## config.mk

```make
export PLATFORM = sky130hd
export DESIGN_NAME = input_sync_debounce_flat
export DESIGN_NICKNAME = d
export VERILOG_FILES = /design/src/rtl/input_sync_debounce_if.sv /design/src/rtl/input_sync_debounce.sv /design/src/flat_wrapper.sv
export SDC_FILE = /design/constraint.sdc
export NUM_CORES = 1
export LEC_CHECK = 0
export ABC_AREA = 1
export BUFFER_PORTS_ARGS = -buffer_cell sky130_fd_sc_hd__buf_4
export CELL_PAD_IN_SITES_DETAIL_PLACEMENT = 0
export CELL_PAD_IN_SITES_GLOBAL_PLACEMENT = 1
export CORE_MARGIN = 2
export CORE_UTILIZATION = 40
export DETAILED_ROUTE_END_ITERATION = 10
export GPL_ROUTABILITY_DRIVEN = 1
export MAX_ROUTING_LAYER = met4
export PLACE_DENSITY = 0.7
export SLEW_MARGIN = 5
export SYNTH_ARGS = -nofsm -noshare
export SYNTH_HDL_FRONTEND = slang
export SYNTH_SLANG_ARGS = --single-unit
export TNS_END_PERCENT = 100
```

## constraint.sdc

```tcl
create_clock -name clk -period 1.77 [get_ports clk]
set_clock_uncertainty 0.1 [all_clocks]
set_input_delay 0.354 -clock clk [delete_from_list [all_inputs] [get_ports clk]]
set_output_delay 0.354 -clock clk [all_outputs]
set_load 0.05 [all_outputs]
```

## src/rtl/input_sync_debounce_if.sv

```systemverilog
// -----------------------------------------------------------------------------
// input_sync_debounce_if
//
// Purpose : bundles the raw input bus and the conditioned outputs of
//           input_sync_debounce so the block and its environment connect
//           through one port.
//
// Signals :
//   raw_in      [WIDTH]  asynchronous raw levels into the conditioner
//   clean_out   [WIDTH]  debounced, synchronized levels (registered)
//   changed     [1]      one-cycle strobe, high on the cycle clean_out moved
//   change_mask [WIDTH]  which clean_out bits toggled on that edge
//
// Modports:
//   master : the source of raw_in and consumer of the conditioned levels
//   slave  : the conditioner itself
//
// Transfer semantics: there is no valid/ready pair. raw_in is sampled every
// clock with no acknowledgement. clean_out is a level that is always valid
// after reset. changed/change_mask form a single-cycle event that the
// consumer cannot stall; it is asserted on exactly the cycle clean_out
// differs from its previous value and is all-zero otherwise.
// -----------------------------------------------------------------------------
interface input_sync_debounce_if #(
    parameter int WIDTH = 3
);
    logic [WIDTH-1:0] raw_in;
    logic [WIDTH-1:0] clean_out;
    logic             changed;
    logic [WIDTH-1:0] change_mask;

    modport master (
        output raw_in,
        input  clean_out,
        input  changed,
        input  change_mask
    );

    modport slave (
        input  raw_in,
        output clean_out,
        output changed,
        output change_mask
    );
endinterface

```

## src/rtl/input_sync_debounce.sv

```systemverilog
// -----------------------------------------------------------------------------
// input_sync_debounce
//
// Purpose : conditioning stage for the a/b/c -> y1..y4 expression logic.
//           Each raw asynchronous input bit passes through a two-flop
//           synchronizer and then a per-bit stability counter. The
//           debounced level only moves after the synchronized value has
//           disagreed with it for DEBOUNCE_CYCLES consecutive cycles. A
//           registered one-cycle strobe and bit mask report every move.
//
// Parameters:
//   WIDTH            number of independent input bits (>= 1)
//   DEBOUNCE_CYCLES  consecutive cycles a new level must persist (>= 1)
//
// Ports:
//   clk     in   single clock, all state on the rising edge
//   rst_n   in   asynchronous active-low reset, clears every flop
//   bus_if  slave modport of input_sync_debounce_if:
//             raw_in      in   raw asynchronous levels
//             clean_out   out  debounced levels (registered)
//             changed     out  one-cycle strobe on any clean_out change
//             change_mask out  toggled bits of clean_out, zero otherwise
//
// Latency: a raw change that is stable before edge E0 reaches sync2 at E1.
// clean_out follows at E(1+DEBOUNCE_CYCLES). Every output comes straight
// from a flop, so no combinational path runs from raw_in to an output.
// -----------------------------------------------------------------------------
module input_sync_debounce #(
    parameter int WIDTH           = 3,
    parameter int DEBOUNCE_CYCLES = 4
) (
    input  logic                  clk,
    input  logic                  rst_n,
    input_sync_debounce_if.slave  bus_if
);

    // -------------------------------------------------------------------------
    // Elaboration-time parameter checks
    // -------------------------------------------------------------------------
    generate
        if (WIDTH < 1) begin : g_bad_width
            $error("input_sync_debounce: WIDTH must be >= 1");
        end
        if (DEBOUNCE_CYCLES < 1) begin : g_bad_cycles
            $error("input_sync_debounce: DEBOUNCE_CYCLES must be >= 1");
        end
    endgenerate

    // The counter holds 0 .. DEBOUNCE_CYCLES-1. Sizing it for
    // DEBOUNCE_CYCLES+1 values keeps it at least one bit wide when
    // DEBOUNCE_CYCLES is 1.
    localparam int             CNT_W    = $clog2(DEBOUNCE_CYCLES + 1);
    localparam logic [CNT_W-1:0] CNT_LAST = CNT_W'(DEBOUNCE_CYCLES - 1);
    localparam logic [CNT_W-1:0] CNT_ONE  = CNT_W'(1);

    // -------------------------------------------------------------------------
    // State
    // -------------------------------------------------------------------------
    logic [WIDTH-1:0] sync1_q;
    logic [WIDTH-1:0] sync2_q;
    logic [WIDTH-1:0] clean_q;
    logic [WIDTH-1:0] clean_d;
    logic             changed_q;
    logic             changed_d;
    logic [WIDTH-1:0] mask_q;
    logic [WIDTH-1:0] mask_d;
    logic [CNT_W-1:0] cnt_q [WIDTH];
    logic [CNT_W-1:0] cnt_d [WIDTH];

    // -------------------------------------------------------------------------
    // Synchronizer: two back-to-back flops with nothing in between, so the
    // first flop has a full cycle to settle from metastability.
    // -------------------------------------------------------------------------
    always_ff @(posedge clk or negedge rst_n) begin
        if (!rst_n) begin
            sync1_q <= '0;
            sync2_q <= '0;
        end else begin
            sync1_q <= bus_if.raw_in;
            sync2_q <= sync1_q;
        end
    end

    // -------------------------------------------------------------------------
    // Per-bit stability counters and next clean level.
    //
    // A bit's counter runs only while sync2 disagrees with clean_out. When
    // they agree again, for example at the end of a short glitch or after a
    // bounce back, the counter clears. The next excursion then has to prove
    // itself for the full DEBOUNCE_CYCLES cycles. The counter clears on the
    // cycle it commits, so it never passes CNT_LAST and cannot wrap.
    // Bits share no state, so a bounce on one bit never delays another.
    // -------------------------------------------------------------------------
    always_comb begin
        clean_d = clean_q;
        for (int i = 0; i < WIDTH; i++) begin
            cnt_d[i] = '0;
            if (sync2_q[i] != clean_q[i]) begin
                if (cnt_q[i] == CNT_LAST) begin
                    clean_d[i] = sync2_q[i];
                end else begin
                    cnt_d[i] = cnt_q[i] + CNT_ONE;
                end
            end
        end
    end

    // Strobe outputs are computed from the same next-state value that clean_out
    // registers. They therefore line up with the clean_out update edge and fall
    // back to zero on the following edge unless another bit commits.
    always_comb begin
        mask_d    = clean_d ^ clean_q;
        changed_d = |mask_d;
    end

    always_ff @(posedge clk or negedge rst_n) begin
        if (!rst_n) begin
            clean_q   <= '0;
            changed_q <= 1'b0;
            mask_q    <= '0;
            for (int i = 0; i < WIDTH; i++) begin
                cnt_q[i] <= '0;
            end
        end else begin
            clean_q   <= clean_d;
            changed_q <= changed_d;
            mask_q    <= mask_d;
            for (int i = 0; i < WIDTH; i++) begin
                cnt_q[i] <= cnt_d[i];
            end
        end
    end

    // -------------------------------------------------------------------------
    // Outputs: all registered
    // -------------------------------------------------------------------------
    assign bus_if.clean_out   = clean_q;
    assign bus_if.changed     = changed_q;
    assign bus_if.change_mask = mask_q;

endmodule

```

## src/flat_wrapper.sv

```systemverilog
// flat-port wrapper written by rule: the top's interface ports become plain ports
module input_sync_debounce_flat 
#(
    parameter int WIDTH           = 3,
    parameter int DEBOUNCE_CYCLES = 4
)
  (clk, rst_n, bus_if_raw_in, bus_if_clean_out, bus_if_changed, bus_if_change_mask);
  input_sync_debounce_if #(.WIDTH(WIDTH)) bus_if_i ();
  input  logic clk;
  input  logic rst_n;
  input wire logic [$bits(bus_if_i.raw_in)-1:0] bus_if_raw_in;
  output wire logic [$bits(bus_if_i.clean_out)-1:0] bus_if_clean_out;
  output wire logic [$bits(bus_if_i.changed)-1:0] bus_if_changed;
  output wire logic [$bits(bus_if_i.change_mask)-1:0] bus_if_change_mask;
  assign bus_if_i.raw_in = bus_if_raw_in;
  assign bus_if_clean_out = bus_if_i.clean_out;
  assign bus_if_changed = bus_if_i.changed;
  assign bus_if_change_mask = bus_if_i.change_mask;
  input_sync_debounce #(.WIDTH(WIDTH), .DEBOUNCE_CYCLES(DEBOUNCE_CYCLES)) u_core (.clk(clk), .rst_n(rst_n), .bus_if(bus_if_i));
endmodule
```

==> results.md <==
* Status: complete, no violations
* CTS H-tree lvls at 1
* Syn Area/Cell at 11.4 µm²
* GRT overflow at 0
* Avg WL per Cell at 8.75 µm
* Die area at 2500 µm²
* GP Congestion at 0.684
* Max cap viols at 0
* RSZ-0062 raised after global routing: no
* Pin count of the biggest net entering global routing at 23
* Slowest-stage cell, CP: dfrtp_1
* Finished Layout Cells at 116
* Compound-Gate Fraction of Synth Area at 1.78%
* Main combinational cell family by area after synthesis: simple AND/OR/NAND/NOR gates
* Reg2reg end: u_core.bus_if.changed
* Pleak at 0.530 nW
* Final Cycle Share at 76.5%
* Internal at 0.872 mW
* Hold endpoint: u_core.sync1_q[1]
* Area share of the largest cell type after synthesis at 65.2%
* Clock slew at reported path FFs at 100 ps
* Synth warn at 0
* Vias per Instance at 4.16
* Initial core utilization at 42.6%
* GR Util met2 at 15.1%
* DRT iter0 DRCs at 6
* Top delay family on crit path: flip-flops
* Post-CTS setup buffers at 0
* Clock tree buffer depth at 2
* CTS Root Buffer Type: clkbuf_4
* First-pass GRT wire length at 1.95 mm
* Vias at 482
* Synth Area in XOR/XNOR at 0%
* P_sw at 0.554 mW
* Area occupied by registers at 551 µm²
* TritonCTS clock tree: yes
* Fillers at 183
* Worst setup EP type: output port
* Multi-input gate area at 238 µm²
* Slew @ Worst Pin at 261 ps
* Critical path launch point type: register
* Clk sink count at 22
* CP cell instances: buf_4
* Yosys reg bits at 22
* Max stage delay on crit path at 410 ps
* Most frequent cells in the layout: dfrtp_1, inv_1, buf_4
* Crit path buffers/inverters at 1
* Antenna violations before repair at 0
* Drt pass-1 iters at 4
* Mux share of post-synthesis cell area at 0%
* Global-route usage over all layers at 11.3%
* I/O Pins at 12
* Area contributors post-synth: dfrtp_1, inv_1, ha_1, nand2_1, nor2_4
* FMAX at 0.739 GHz
* Sequential share of power at 47.6%
* Final min period at 1350 ps
* IO Port Bufs at 11
* DP Worst Slack at 652 ps
* Core ar. at 1980 µm²
* M1 GR Usage at 14.8%
* Relative slew margins at 82.6%
* Seq/Total Area, Yosys at 65.2%
* Ant diodes at 0
* ANT nets after route at 0
* Synthesized Nets at 82
* Post-Synth Adder-Cell Area at 4.44%
* Most common cell after layout, fill and taps aside: dfrtp_1
* Post-Synth Simple-Gate Area at 21.9%
* Final setup violation count at 0
* GRT busiest layer: met2
* Power Dens Cells at 1440 nW/µm²
* Area Growth Syn to Fin at 17.6%
* Final Power at 1.43 mW
* Hold-critical path depth at 1
* CP required at 1320 ps
* FF-to-FF Start: u_core.cnt_q[3]
* GR Util met3 at 5.45%
* CP arrival at 900 ps
* Class of the most critical setup path: register to output port
* Vias in the first global route at 463
* Register-to-Register Path Depth at 5
* Synth Instances at 74
* Synth area leader: dfrtp_1
* Peak VDD IR at 0.000701 V
* Final slew viol count at 0
* Synthesized area at 845 µm²
* Critical path launch point: u_core.bus_if.clean_out[1]
* Layout cells sized above 1 at 30.3%
* Die height at 50.0 µm
* Distinct cells, synth at 11
* Worst Path Max Fanout at 3
* Setup TNS at 0 ps
* Fin. Hold Viols at 0
* Hold WC Path Type: input port to register
* Die X at 50.0 µm
* Hpwl dp at 808 µm
* Latest clock arrival within the worst-skew pair at 280 ps
* Switching Share at 38.9%
* Final net count at 99
* DRC viols at 0
* Combinational Power Share at 38.5%
* Placed Cells at 112
* R2R Setup Slk at 650 ps
* Clk pwr share at 14.0%
* Site Rows at 16
* Min-delay src: bus_if_raw_in[1]
* Final setup margin at 416 ps
* Detailed Route WL at 1.02 mm
* CTS Buf Count at 3
[synth_stat cells]
cell and n:
dfrtp_1 22, inv_1 15, nand2_1 10, nor2_1 6, nand2_2 5, ha_1 3
nor2_4 3, nor3_2 3, o21ai_0 3, nand3_1 2, nand3_2 2
[what timing repair did]
item	CTS	global route
hold buffers	1	0
hold endpoints to repair	22	0
resized for setup	0	0
[per-stage QoR]
stage	area [µm²]	hold slack [ps]	utilization, %
final	993	65.9	50.1
after global routing	993	23.5	50.1
after CTS	993	47.0	50.1
after detailed placement	961	154	48.5
after global placement	961	154	48.5
after floorplan	845	-41.6	-
[power groups by stage]
stage / logic [mW] / registers, mW / clock network [mW]
detailed placement: 0.554 / 0.690 / 0
finish: 0.549 / 0.678 / 0.199
CTS: 0.558 / 0.681 / 0.215
global placement: 0.550 / 0.686 / 0
global route: 0.609 / 0.694 / 0.246
floorplan: 0.237 / 0.855 / 0
[cell type report]
cell class / instances / share of cell area, %
inverters: 15 / 5.67
flip-flops and latches: 22 / 55.4
well taps: 27 / 3.40
clock buffers: 3 / 2.27
multi-input cells: 37 / 23.9
repair buffers: 12 / 9.32
[layer usage]
layer,routed length [µm],up-vias
met5,0,-
met4,9,0
met3,54,2
met2,458,11
met1,492,214
li1,-,255
[state kept, by name, indices dropped and copies added, names as in the netlist]
signal and flops:
u_core.bus_if.change_mask 3, u_core.bus_if.changed 1, u_core.bus_if.clean_out 3, u_core.cnt_q 9, u_core.sync1_q 3, u_core.sync2_q 3
[cells by family after synthesis]
group	count (synthesis)
and+or+nand+nor	31
AOI/OAI and AO/OA	3
buffers and inverters	15
DFF	22
adders and majority gates	3
[how the worst max path moves through the flow]
stage                             to  slack, ps  cells past startpoint
5_1_grt          bus_if_clean_out[2]        340                      1
2_1_floorplan  u_core.bus_if.changed        580                      3
3_3_place_gp   u_core.bus_if.changed        660                      5
3_5_place_dp   u_core.bus_if.changed        650                      5
4_1_cts          bus_if_clean_out[1]        400                      1
6_report         bus_if_clean_out[1]        420                      1
Power figures use the tool's default switching activity.
